### src/rtl/bwt_pkg.sv
// Shared definitions for the BWT inexact-recursion accelerator.
//   - Field offsets of the InexRecur word {i, z, k, l}.
//   - Bit positions inside the state word (position, complete, hit, reserved).
//   - State encoding of the result-collector FSM.
package bwt_pkg;

  // InexRecur word: {i[31:24], z[23:16], k[15:8], l[7:0]}
  localparam int I_MSB = 31;
  localparam int I_LSB = 24;
  localparam int Z_MSB = 23;
  localparam int Z_LSB = 16;
  localparam int K_MSB = 15;
  localparam int K_LSB = 8;
  localparam int L_MSB = 7;
  localparam int L_LSB = 0;

  // State word: [4:0] position, [5] complete, [6] hit, [17:7] reserved
  localparam int ST_POS_LSB  = 0;
  localparam int ST_POS_MSB  = 4;
  localparam int ST_COMPLETE = 5;
  localparam int ST_HIT      = 6;
  localparam int ST_RSV_LSB  = 7;

  typedef enum logic [1:0] {
    COL_IDLE  = 2'd0,
    COL_SCAN  = 2'd1,
    COL_DRAIN = 2'd2,
    COL_FIN   = 2'd3
  } col_state_e;

endpackage

### src/rtl/bwt_res_fifo.sv
// Synchronous first-word-fall-through FIFO for collected SA intervals.
//   clk, rst     : clock, synchronous active-high reset (empties the FIFO)
//   push, din    : write strobe and data
//   pop          : read strobe (advance head); only issued when not empty
//   dout         : current head entry (meaningful only while !empty)
//   empty, count : occupancy status
// DEPTH must be a power of two (pointers wrap naturally).
module bwt_res_fifo #(
  parameter int DEPTH = 4,
  parameter int WIDTH = 28
) (
  input  logic                       clk,
  input  logic                       rst,
  input  logic                       push,
  input  logic [WIDTH-1:0]           din,
  input  logic                       pop,
  output logic [WIDTH-1:0]           dout,
  output logic                       empty,
  output logic [$clog2(DEPTH):0]     count
);

  localparam int PTR_W = $clog2(DEPTH);
  localparam int CNT_W = PTR_W + 1;

  logic [WIDTH-1:0] mem [DEPTH];
  logic [PTR_W-1:0] wr_ptr;
  logic [PTR_W-1:0] rd_ptr;
  logic             full;

  always_ff @(posedge clk) begin
    if (rst) begin
      wr_ptr <= '0;
      rd_ptr <= '0;
      count  <= '0;
    end else begin
      if (push) wr_ptr <= wr_ptr + PTR_W'(1);
      if (pop)  rd_ptr <= rd_ptr + PTR_W'(1);
      case ({push, pop})
        2'b10:   count <= count + CNT_W'(1);
        2'b01:   count <= count - CNT_W'(1);
        default: count <= count;
      endcase
    end
  end

  // NOTE: storage has no reset; emptiness is tracked by count alone, and the
  // consumer masks the head while empty, so stale contents are never visible.
  always_ff @(posedge clk) begin
    if (push) mem[wr_ptr] <= din;
  end

  assign dout  = mem[rd_ptr];
  assign empty = (count == '0);
  assign full  = (count == CNT_W'(DEPTH));

  // The producer's credit scheme must never let a push land on a full FIFO.
  a_no_overflow: assert property (@(posedge clk) disable iff (rst) !(push && full && !pop));
  a_no_underflow: assert property (@(posedge clk) disable iff (rst) !(pop && empty));

endmodule

### src/rtl/bwt_result_collector.sv
// Result collector behind the BWT inexact-recursion FSM. On start it scans
// InexRecur/state entries 0..num_entries-1, keeps entries that are a
// completed hit with k <= l, and streams their (k, l, addr) out on a
// valid/ready interface, then pulses done with the final hit count.
//   clk, rst              : clock, synchronous active-high reset
//   start, num_entries    : scan request and entry count (latched at start)
//   busy, done, hit_count : scan status; hit_count is held until next start
//   rd_en, rd_addr        : shared register-file read port (1-cycle latency)
//   ir_data_i, st_data_i  : returned InexRecur / state words
//   res_valid/ready       : output stream handshake
//   res_k, res_l, res_addr: interval bounds and source entry address
// Build option: define BWT_RESULT_DEDUP_EN to drop an accepted entry whose
// (k,l) repeats the previously pushed (k,l) of the same scan.
module bwt_result_collector
  import bwt_pkg::*;
#(
  parameter int ADDR_W     = 12,
  parameter int IR_W       = 32,
  parameter int ST_W       = 18,
  parameter int FIFO_DEPTH = 4
) (
  input  logic              clk,
  input  logic              rst,
  input  logic              start,
  input  logic [ADDR_W-1:0] num_entries,
  output logic              busy,
  output logic              done,
  output logic [ADDR_W-1:0] hit_count,
  output logic              rd_en,
  output logic [ADDR_W-1:0] rd_addr,
  input  logic [IR_W-1:0]   ir_data_i,
  input  logic [ST_W-1:0]   st_data_i,
  output logic              res_valid,
  input  logic              res_ready,
  output logic [7:0]        res_k,
  output logic [7:0]        res_l,
  output logic [ADDR_W-1:0] res_addr
);

  localparam int CNT_W = $clog2(FIFO_DEPTH) + 1;
  localparam int ENT_W = 16 + ADDR_W;

  col_state_e        state;
  logic [ADDR_W-1:0] cnt_q;
  logic [ADDR_W-1:0] ptr;
  logic              inflight;
  logic [ADDR_W-1:0] addr_q;
  logic [CNT_W-1:0]  fifo_count;
  logic              fifo_empty;
  logic [ENT_W-1:0]  head;
  logic [7:0]        ret_k;
  logic [7:0]        ret_l;
  logic              accept;
  logic              push;
  logic              pop;
  logic              credit_ok;
  logic              unused_ok;

  assign ret_k = ir_data_i[K_MSB:K_LSB];
  assign ret_l = ir_data_i[L_MSB:L_LSB];
  assign unused_ok = ^{ir_data_i[I_MSB:I_LSB], ir_data_i[Z_MSB:Z_LSB],
                       st_data_i[ST_W-1:ST_RSV_LSB], st_data_i[ST_POS_MSB:ST_POS_LSB]};

  // A read is only issued if the FIFO can absorb it even if everything
  // already in flight turns out to be a hit.
  assign credit_ok = (32'(fifo_count) + 32'(inflight)) < 32'(FIFO_DEPTH);
  assign rd_en     = (state == COL_SCAN) && credit_ok;
  assign rd_addr   = ptr;

  assign accept = inflight && st_data_i[ST_HIT] && st_data_i[ST_COMPLETE] && (ret_k <= ret_l);

`ifdef BWT_RESULT_DEDUP_EN
  logic       last_valid;
  logic [7:0] last_k;
  logic [7:0] last_l;

  assign push = accept && !(last_valid && (last_k == ret_k) && (last_l == ret_l));

  always_ff @(posedge clk) begin
    if (rst || (state == COL_IDLE && start)) begin
      last_valid <= 1'b0;
      last_k     <= '0;
      last_l     <= '0;
    end else if (push) begin
      last_valid <= 1'b1;
      last_k     <= ret_k;
      last_l     <= ret_l;
    end
  end
`else
  assign push = accept;
`endif

  // NOTE: all FSM state and registered outputs use non-blocking assignments
  // so every branch sees the same pre-edge values.
  always_ff @(posedge clk) begin
    if (rst) begin
      state     <= COL_IDLE;
      busy      <= 1'b0;
      done      <= 1'b0;
      hit_count <= '0;
      cnt_q     <= '0;
      ptr       <= '0;
      inflight  <= 1'b0;
      addr_q    <= '0;
    end else begin
      done     <= 1'b0;
      inflight <= rd_en;
      if (rd_en) addr_q    <= ptr;
      if (push)  hit_count <= hit_count + ADDR_W'(1);

      case (state)
        COL_IDLE: begin
          if (start) begin
            cnt_q     <= num_entries;
            ptr       <= '0;
            hit_count <= '0;
            if (num_entries == '0) begin
              state <= COL_FIN;
              done  <= 1'b1;
            end else begin
              state <= COL_SCAN;
              busy  <= 1'b1;
            end
          end
        end
        COL_SCAN: begin
          if (rd_en) begin
            ptr <= ptr + ADDR_W'(1);
            if (ptr == cnt_q - ADDR_W'(1)) state <= COL_DRAIN;
          end
        end
        COL_DRAIN: begin
          if (!inflight && fifo_empty) begin
            state <= COL_FIN;
            busy  <= 1'b0;
            done  <= 1'b1;
          end
        end
        default: begin
          state <= COL_IDLE;
        end
      endcase
    end
  end

  bwt_res_fifo #(
    .DEPTH (FIFO_DEPTH),
    .WIDTH (ENT_W)
  ) u_fifo (
    .clk   (clk),
    .rst   (rst),
    .push  (push),
    .din   ({ret_k, ret_l, addr_q}),
    .pop   (pop),
    .dout  (head),
    .empty (fifo_empty),
    .count (fifo_count)
  );

  assign res_valid = !fifo_empty;
  assign pop       = res_valid && res_ready;
  assign res_k     = res_valid ? head[ENT_W-1 -: 8]        : '0;
  assign res_l     = res_valid ? head[ENT_W-9 -: 8]        : '0;
  assign res_addr  = res_valid ? head[ADDR_W-1:0]          : '0;

endmodule

### config.mk
export PLATFORM = sky130hd
export DESIGN_NAME = bwt_result_collector
export DESIGN_NICKNAME = d
export VERILOG_FILES = /design/src/rtl/bwt_pkg.sv /design/src/rtl/bwt_res_fifo.sv /design/src/rtl/bwt_result_collector.sv
export SDC_FILE = /design/constraint.sdc
export NUM_CORES = 1
export LEC_CHECK = 0
export ABC_AREA = 1
export CORE_MARGIN = 2
export CORE_UTILIZATION = 48
export CTS_BUF_LIST = sky130_fd_sc_hd__clkbuf_16
export DETAILED_ROUTE_END_ITERATION = 8
export PLACE_DENSITY_LB_ADDON = 0.08
export SLEW_MARGIN = 20
export SYNTH_ARGS = -nofsm -noshare
export SYNTH_HDL_FRONTEND = slang
export SYNTH_SLANG_ARGS = --single-unit
### constraint.sdc
create_clock -name clk -period 3.3 [get_ports clk]
set_input_delay 0.33 -clock clk [delete_from_list [all_inputs] [get_ports clk]]
set_output_delay 0.33 -clock clk [all_outputs]
set_load 0.01 [all_outputs]
Word level (Yosys, flattened, before mapping)
Memories as Yosys holds them, arrays and structs flattened. A register that Yosys moved wholly into a read port is not among the register bits.
Cells that the tools add are included.
{"block": "totals", "word_cells": 78, "out_inout_bits": 56, "register_bits": 60, "mem_bits_rw": 112, "memories": 1, "input_bits": 66}
{"memory": "u_fifo.mem", "words": 4, "width": 28, "rd": 1, "rd_clocked_by_memory_dff": 1, "wr": 1, "line": "bwt_res_fifo.sv:25", "rtl": "logic [WIDTH-1:0] mem [DEPTH];"}
{"block": "classes", "magnitude_cmp": 2, "n_eq_ne": 10, "mux": 28, "reduce_logical": 18, "add_sub_neg": 8}
{"cell": "2-to-1 mux 12 bit", "count": 6}
{"cell": "adder 12 x 1 -> 12 bit, second input constant", "count": 2}
{"cell": "case mux 12 bit (2 select lines)", "count": 1}
{"cell": "2-to-1 mux 8 bit", "count": 2}
{"cell": "2-to-1 mux 2 bit", "count": 7}
{"cell": "equality test 12 bit", "count": 1}
{"cell": "zero test 12 bit", "count": 1}
{"cell": "subtractor 12 x 1 -> 12 bit, second input constant", "count": 1}
{"cell": "less-or-equal comparator 8 bit", "count": 1}
{"cell": "2-to-1 mux 1 bit", "count": 8}
{"cell": "!= test 2 bit, second input constant", "count": 4}
{"cell": "AND reduction 4 bit", "count": 2}
{"cell": "logical AND 1 bit", "count": 6}
{"cell": "case mux 2 bit (3 select lines)", "count": 1}
{"cell": "case mux 3 bit (2 select lines)", "count": 1}
{"cell": "nonzero test 2 bit", "count": 3}
{"cell": "adder 2 x 1 -> 2 bit, second input constant", "count": 2}
{"cell": "adder 3 x 1 -> 4 bit", "count": 1}
{"cell": "equality test 2 x 1 -> 1 bit, second input constant", "count": 2}
{"cell": "equality test 2 bit, second input constant", "count": 2}
{"cell": "< comparator 4 x 3 -> 1 bit, second input constant", "count": 1}
{"cell": "case mux 1 bit (2 select lines)", "count": 2}
{"cell": "adder 3 x 1 -> 3 bit, second input constant", "count": 1}
{"cell": "zero test 3 bit", "count": 1}
{"cell": "other kinds (6)", "count": 7}

Depth between registers and ports, before layout
Gate-level depths: netlist of the first run.
{"block": "depth", "ltp_word": 6, "mapped_depth": 17, "ltp_nobuf": 16}

Modules after synthesis
Synthesis of the first run repeated with hierarchy kept, for this count alone.
{"block": "hier_totals", "hier_cells": 854, "area_unflattened_um2": 7887.6}
{"mod": "bwt_res_fifo", "area_per_inst_um2": 4591.9, "cells_each": 328, "seq_area_each_um2": 3543.4, "n_inst": 1}
{"mod": "bwt_result_collector", "area_per_inst_um2": 3295.7, "cells_each": 526, "seq_area_each_um2": 1061.0, "n_inst": 1}

Worst setup path after synthesis of the first run
OpenSTA, ideal clock, no wires.
{"block": "synth_timing", "path_type": "input-to-reg", "startpoint": "in ir_data_i[1]", "endpoint": "mem u_fifo.mem[2][10], enable pin", "path_slack_ns": 0.387, "required_time_ns": 2.887, "n_path_buf": 1, "path_stages": 10, "arrival_time_ns": 2.501, "setup_time_ns": 0.413, "cell_sequence": "inv_1 > ha_1 > a21oi_1 > o21ai_0 > nand2_1 > o211ai_1 > o21ai_0 > nand2_1 > buf_2 > nor2_1"}
{"block": "synth_via", "elab_chain_cells": 4}
{"element": "start, declared", "line": "bwt_result_collector.sv:31", "rtl": "input logic [IR_W-1:0] ir_data_i,"}
{"element": "less-or-equal comparator 8 bit", "line": "bwt_result_collector.sv:70", "rtl": "assign accept = inflight && st_data_i[ST_HIT] && st_data_i[ST_COMPLETE] && (ret_k <= ret_l);"}
{"element": "logical AND 1 bit", "line": "bwt_result_collector.sv:70"}
{"element": "2-to-1 mux 1 bit", "line": "bwt_res_fifo.sv:49", "rtl": "if (push) mem[wr_ptr] <= din;"}
{"element": "2-to-1 mux 1 bit (not written as such)", "line": "bwt_res_fifo.sv:49"}
{"element": "end, declared", "line": "bwt_res_fifo.sv:25"}
No other way between the ends.

==> implementation parameters, run 1 <==
Parameter                              Value

Power and ir drop
  Power per cell area    696.8 mW/mm2
  Leakage power    between 3 and 4 nW
  Power after layout    0.006621 W
  Max VDD drop    0.3980 mV

Job
  Max cap viols    0

Critical path
  Arrival time at the worst endpoint    between 2 and 3 ns
  Critical path endpoint category    primary output
  Critical path fanouts, max    34
  Worst Setup Path Type    flop to primary output
  Required arrival time at the worst endpoint    about 3.0 ns
  Critical path launch point type    flop

Place
  HPWL after detailed placement    around 11 mm
  Final weighted congestion in routability-driven placement    between 0.8 and 0.9
  I/O Buffers    89
  Post-placement worst setup slack    approximately 0.14 ns
  Instance area after placement    between 0.008 and 0.009 mm2

Finish
  Area occupied by registers    approximately 0.0046 mm2
  Combined area of the multi-input logic cells    0.002761 mm2
  Post-route standard cell area excluding fillers    0.009503 mm2
  Post-layout nets    around 1,000
  Most frequent standard cell in the layout excluding fill and tap cells    sky130_fd_sc_hd__nor2_1
  Ratio of cells with drive above 1 in the final layout    0.06702
  Number of fillers in the final layout    approximately 1,300
  Commonest cells after routing, fill and taps aside    sky130_fd_sc_hd__nor2_1 (179), sky130_fd_sc_hd__edfxtp_1 (112), sky130_fd_sc_hd__nand2_1 (103), sky130_fd_sc_hd__o21ai_0 (95), sky130_fd_sc_hd__clkdlybuf4s50_1 (89)
  P&R area growth vs syn    22.70%

Floorplan
  Initial core utilization    0.4893
  Horizontal die dimension    131.0 um
  Num ports    ~120
  Area of the die    ~0.017 mm2
  Placeable Area    0.01583 mm2
  Row count    46
  Die Span Y    roughly 130 um

STA
  Setup-failing EPs final    0
  Slew @ Worst Pin    slightly below 0.8 ns
  Final hold violation count    0
  Hold WS    0.4654 ns
  Setup tns final    0 ns
  Timing-limited maximum frequency    0.3325 GHz
  Final Worst Setup Slack    0.2921 ns
  Shortest clock period the worst path allows after layout    between 3 and 4 ns
  Final worst path period share    0.9115
  Number of pins exceeding their max-slew limit in the final report    0
  Worst clock skew    roughly 0.0072 ns
  Headroom to the max-slew limit    0.4695
  RSZ-0062 raised after global routing    no

Route
  Antenna Nets Post-Route    0
  Count of vias placed by the detailed router    5,871
  Average routed wire per standard cell    14.49 um
  # DRC    0
  Number of search-and-repair iterations in the first detailed-routing pass    5
  Via-to-Cell Ratio    5.074
  Total length of routed wires    16.77 mm
  1st-iter DRT viols    354

CTS
  Clock-pin transition on the worst setup and hold timing paths    about 0.06 ns
  CTS tree    done
  Inserted Clock Buffers    17
  Hold buffer count at cts    0
  Number of levels the H-tree was split into    4
  Clock Path Buffers    2
  Buffer type at the clock tree root    sky130_fd_sc_hd__clkbuf_16
  Post-cts resize count    0
  Setup Fix Bufs, Post-CTS    0
  Latest clock arrival within the worst-skew pair    ~0.42 ns
  # clock sinks    roughly 170

Synthesis
  Number of enable flip-flop cells after synthesis    between 100 and 150
  Post-synthesis average cell area    9.253 um2
  Total of warnings raised by yosys    0
  Gate Count Post-Synth    about 840
  Synthesis-stage register bit count    around 170
  Largest cells by area after synthesis    sky130_fd_sc_hd__edfxtp_1 (43%), sky130_fd_sc_hd__dfxtp_1 (16%), sky130_fd_sc_hd__nor2_1 (8.9%)
  Top FF cell, synth    sky130_fd_sc_hd__edfxtp_1
  Synth Cell Area    ~0.0077 mm2
  Cell taking the most area after synthesis    sky130_fd_sc_hd__edfxtp_1
  Proportion of netlist area held by the largest area contributor    0.4342
  Register area share after synthesis    0.5945
  Post-synthesis async set-or-reset flop share    0
  Number of distinct library cells after synthesis    35
  Synthesized net count    a little over 900

Global route
  Total grt overflow    0
  Global-route wire length before repair    about 27 mm
  Antenna violations before repair    1
  Vias in the first global route    approximately 5,600
  Largest net degree at the start of global routing    35
  GRT Total Usage    0.2054

Hold path
  Hold/Removal Path Class    flop to flop

Status
  Run status    finished, final reports clean
-- registers in the layout (all words and copies together) (netlist names), 3 cells and up, named ones only --
| signal | flops |
|---|---|
| u_fifo.mem | 112 |
| addr_q | 12 |
| cnt_q | 12 |
| hit_count | 12 |
| rd_addr | 12 |
| u_fifo.count | 3 |
-- cells by family (layout without fill, tap and decap cells) --
group / count (synthesis) / count (layout) / share of synthesized area
other: 0 / 1 / 0
buffers and inverters: 104 / 207 / 0.05089
DFF: 174 / 174 / 0.5945
adders and majority gates: 21 / 21 / 0.03490
xor gates and xnor gates: 16 / 16 / 0.01809
AOI/OAI and AO/OA: 179 / 179 / 0.1184
and+or+nand+nor: 343 / 343 / 0.1832
-- worst max-delay path, cell delays in order (launching register included) --
cell and delay [ns]:
sky130_fd_sc_hd__dfxtp_2 0.78, sky130_fd_sc_hd__buf_4 0.39, sky130_fd_sc_hd__nor2_1 0.08, sky130_fd_sc_hd__nor2_1 0.11, sky130_fd_sc_hd__o21ai_0 0.11, sky130_fd_sc_hd__a21oi_1 0.21, sky130_fd_sc_hd__clkdlybuf4s50_1 0.57
-- final timing paths --
| kind | startpoint | end | slack (ns) | cells after the start |
|---|---|---|---|---|
| setup / recovery | flop | res_addr[3] | 0.29 | 6 |
| setup reg to reg | state[0] | hit_count[3] | 0.98 | 7 |
| hold reg to reg | u_fifo.rd_ptr[1] | flop | 0.47 | 2 |
| hold / removal | u_fifo.rd_ptr[1] | flop | 0.47 | 2 |
-- cells in the mapped netlist (10+ instances only) --
cell	number
sky130_fd_sc_hd__nand3_1	21
sky130_fd_sc_hd__nor2_1	183
sky130_fd_sc_hd__nand2_1	103
sky130_fd_sc_hd__xor2_1	10
sky130_fd_sc_hd__o21ai_0	95
sky130_fd_sc_hd__dfxtp_1	62
sky130_fd_sc_hd__clkbuf_1	22
sky130_fd_sc_hd__nor3_1	11
sky130_fd_sc_hd__inv_1	68
sky130_fd_sc_hd__edfxtp_1	112
sky130_fd_sc_hd__a21oi_1	76
sky130_fd_sc_hd__ha_1	20
-- stage by stage --
step,std cells,utilization
global placement,1124,0.5655
global route,1156,0.6002
floorplan,837,-
finish,1157,0.6004
CTS,1156,0.6002
detailed placement,1124,0.5655
-- power breakdown --
part	switching [W]	total (W)	internal (W)
registers	0.000214	0.00275	0.00253
clock network	0.000788	0.00186	0.00107
logic	0.00119	0.00202	0.000826
-- layout make-up --
cell class,count,share of cell area
flip-flops and latches,174,0.4847
clock buffers,18,0.04740
multi-input cells,559,0.2906
clock inverters,14,0.01053
well taps,216,0.02844
diodes,1,0.0002633
repair buffers,102,0.1093
inverters,73,0.02883
-- layer usage --
metal / global-route usage / up-vias / share of wire
met4: 0.06821 / 0 / 0.0061
met2: 0.3475 / 121 / 0.50
met1: 0.2611 / 2755 / 0.46
met3: 0.04805 / 8 / 0.043
met5: 0 / - / 0
li1: - / 2987 / -
Power figures use the tool's default switching activity.
==> run 2: changes to the inputs <==
--- a/config.mk
+++ b/config.mk
@@ -6,7 +6,6 @@
 export NUM_CORES = 1
 export LEC_CHECK = 0
 export ABC_AREA = 1
-export CORE_MARGIN = 2
 export CORE_UTILIZATION = 48
 export CTS_BUF_LIST = sky130_fd_sc_hd__clkbuf_16
 export DETAILED_ROUTE_END_ITERATION = 8
==> implementation parameters, run 2 (synthesized netlist as in run 1, its figures left out) <==
Parameter                              Value

Status
  Run status    finished, final reports clean

Finish
  Commonest cells after routing, fill and taps aside    sky130_fd_sc_hd__nor2_1 (179), sky130_fd_sc_hd__edfxtp_1 (112), sky130_fd_sc_hd__nand2_1 (103), sky130_fd_sc_hd__o21ai_0 (95), sky130_fd_sc_hd__clkdlybuf4s50_1 (89)
  Number of fillers in the final layout    1,340 (+1.3%)
  Ratio of cells with drive above 1 in the final layout    0.06503 (-0.001989)
  Total inserted antenna cells    0 (-1)
  Largest Register    u_fifo.mem
  Post-layout nets    1,012 (-0.20%)
  P&R area growth vs syn    22.86%
  Most frequent standard cell in the layout excluding fill and tap cells    sky130_fd_sc_hd__nor2_1
  Post-route standard cell area excluding fillers    0.009515 mm2 (+0.13%)
  Max reg flops    112 (unchanged)

Route
  Via-to-Cell Ratio    5.139 (+1.3%)
  Total length of routed wires    17.06 mm (+1.8%)
  Number of search-and-repair iterations in the first detailed-routing pass    5 (unchanged)
  Antenna Nets Post-Route    0 (unchanged)
  Average routed wire per standard cell    14.79 um (+2.0%)
  # DRC    0 (unchanged)
  Count of vias placed by the detailed router    5,930 (+1.0%)
  1st-iter DRT viols    323 (-8.8%)

CTS
  Number of levels the H-tree was split into    4 (unchanged)
  Clock-pin transition on the worst setup and hold timing paths    0.06 ns (about the same)
  CTS tree    done
  Post-cts resize count    0 (unchanged)
  # clock sinks    174 (unchanged)
  Clock Path Buffers    2 (unchanged)
  Buffer type at the clock tree root    sky130_fd_sc_hd__clkbuf_16
  Inserted Clock Buffers    17 (unchanged)
  Setup Fix Bufs, Post-CTS    0 (unchanged)
  Latest clock arrival within the worst-skew pair    0.42 ns (about the same)
  Hold buffer count at cts    0 (unchanged)

Global route
  Total grt overflow    0 (unchanged)
  Largest net degree at the start of global routing    57 (+63%)
  Vias in the first global route    5,623 (-0.14%)
  Global-route wire length before repair    27.54 mm (+2.2%)
  GRT Total Usage    0.2171 (+0.01171)
  Antenna violations before repair    0 (-1)

Critical path
  Reg-to-Reg Start    state[1]
  Required arrival time at the worst endpoint    2.97 ns (about the same)
  Cells along the critical path    inv_2 > o21ai_0 > a21oi_1 > clkdlybuf4s50_1
  Critical path endpoint category    primary output
  Slowest stage cell on the critical path    sky130_fd_sc_hd__inv_2
  Critical path launch point type    flop
  Arrival time at the worst endpoint    2.70 ns (+0.02 ns)
  Crit-path leading delay family    buffers and inverters
  Buffering stage count on the worst path with inverters included    2 (unchanged)
  Critical path fanouts, max    56 (+65%)
  Destination of the worst register-to-register timing path    hit_count[7]
  Worst Setup Path Type    flop to primary output
  R2R depth    7 (unchanged)
  Biggest cell delay along the critical path    0.72 ns (-0.06 ns)
  Setup slack on the worst flop-to-flop path    1.01 ns (+0.03 ns)

Power and ir drop
  Power per cell area    702.0 mW/mm2 (+0.76%)
  Leakage power    3.507 nW (about the same)
  Max VDD drop    0.4153 mV (+4.4%)

STA
  Setup-failing EPs final    0 (unchanged)
  Slew @ Worst Pin    0.8417 ns (+0.05124 ns)
  Shortest clock period the worst path allows after layout    3.028 ns (+0.02024 ns)
  RSZ-0062 raised after global routing    no
  Worst clock skew    0.005818 ns (-0.001385 ns)
  Final worst path period share    0.9176 (+0.006132)
  Timing-limited maximum frequency    0.3302 GHz (-0.67%)
  Number of pins exceeding their max-slew limit in the final report    0 (unchanged)
  Final hold violation count    0 (unchanged)
  Headroom to the max-slew limit    0.4380 (-0.03144)
  Setup tns final    0 ns (unchanged)

Floorplan
  Die Span Y    129.0 um (-1.5%)
  Area of the die    0.01665 mm2 (-3.0%)
  Row count    46 (unchanged)
  Placeable Area    0.01583 mm2 (unchanged)
  Num ports    122 (unchanged)
  Horizontal die dimension    129.0 um (-1.5%)
  Initial core utilization    0.4893 (unchanged)

Place
  I/O Buffers    89 (unchanged)
  Final weighted congestion in routability-driven placement    0.8544 (-1.8%)
  Instance area after placement    0.008935 mm2 (-0.17%)
  HPWL after detailed placement    10.83 mm (-1.2%)

Hold path
  Hold/Removal Path Class    flop to flop
  Hold-critical path endpoint    u_fifo.rd_ptr[1]
  Worst hold stages    2 (unchanged)
  Min-Delay Startpoint    u_fifo.rd_ptr[1]

Job
  Max cap viols    0 (unchanged)
## run 2: worst register-to-register path: stages (launching register included)
cell and delay (ns):
sky130_fd_sc_hd__dfxtp_1 0.39, sky130_fd_sc_hd__inv_1 0.08, sky130_fd_sc_hd__ha_1 0.24, sky130_fd_sc_hd__nand2_1 0.48
sky130_fd_sc_hd__inv_1 0.22, sky130_fd_sc_hd__nor2_1 0.26, sky130_fd_sc_hd__clkinv_1 0.32, sky130_fd_sc_hd__a21oi_1 0.21
## run 2: layout make-up
class,count,area [um2],area share
repair buffers,100,1023,0.1076
flip-flops and latches,174,4606,0.4840
clock inverters,12,80.08,0.008416
multi-input cells,559,2761,0.2902
clock buffers,20,500.5,0.05260
inverters,73,274.0,0.02880
well taps,216,270.3,0.02840
## run 2: how the worst max path moves through the flow
stage,start,to,slack (ns),cells past startpoint
floorplan,ir_data_i[1],u_fifo.mem[2][10],0.39,10
global placement,ir_data_i[7],u_fifo.count[2],0.19,16
detailed placement,ir_data_i[7],u_fifo.count[2],0.18,16
CTS,flop,res_addr[4],0.21,4
global route,flop,res_k[7],0.07,4
finish,flop,res_addr[2],0.27,4
## run 2: power by group
part           switching (W)  total [W]  internal, W
combinational        0.00119    0.00201     0.000815
clock               0.000832    0.00193      0.00110
sequential          0.000209    0.00274      0.00253
total                0.00223    0.00668      0.00445
## run 2: layer usage
layer | track usage | part of all wire | vias up
met3 | 0.05037 | 0.048 | 18
met2 | 0.3634 | 0.48 | 133
met1 | 0.2804 | 0.46 | 2797
li1 | - | - | 2982
met5 | 0 | 0 | -
met4 | 0.06782 | 0.011 | 0
## run 2: stage by stage
stage          utilization  hold WS, ns  std cells  total power [W]  setup WS [ns]
6_report            0.6012       0.4623       1154         0.006680         0.2719
5_1_grt             0.6012       0.5071       1154         0.007076        0.07018
4_1_cts             0.6012       0.4656       1154         0.006728         0.2086
3_5_place_dp        0.5645       0.4543       1122         0.004804         0.1780
3_3_place_gp        0.5645       0.4466       1122         0.004752         0.1904
2_1_floorplan            -       0.3991        837         0.003960         0.3866
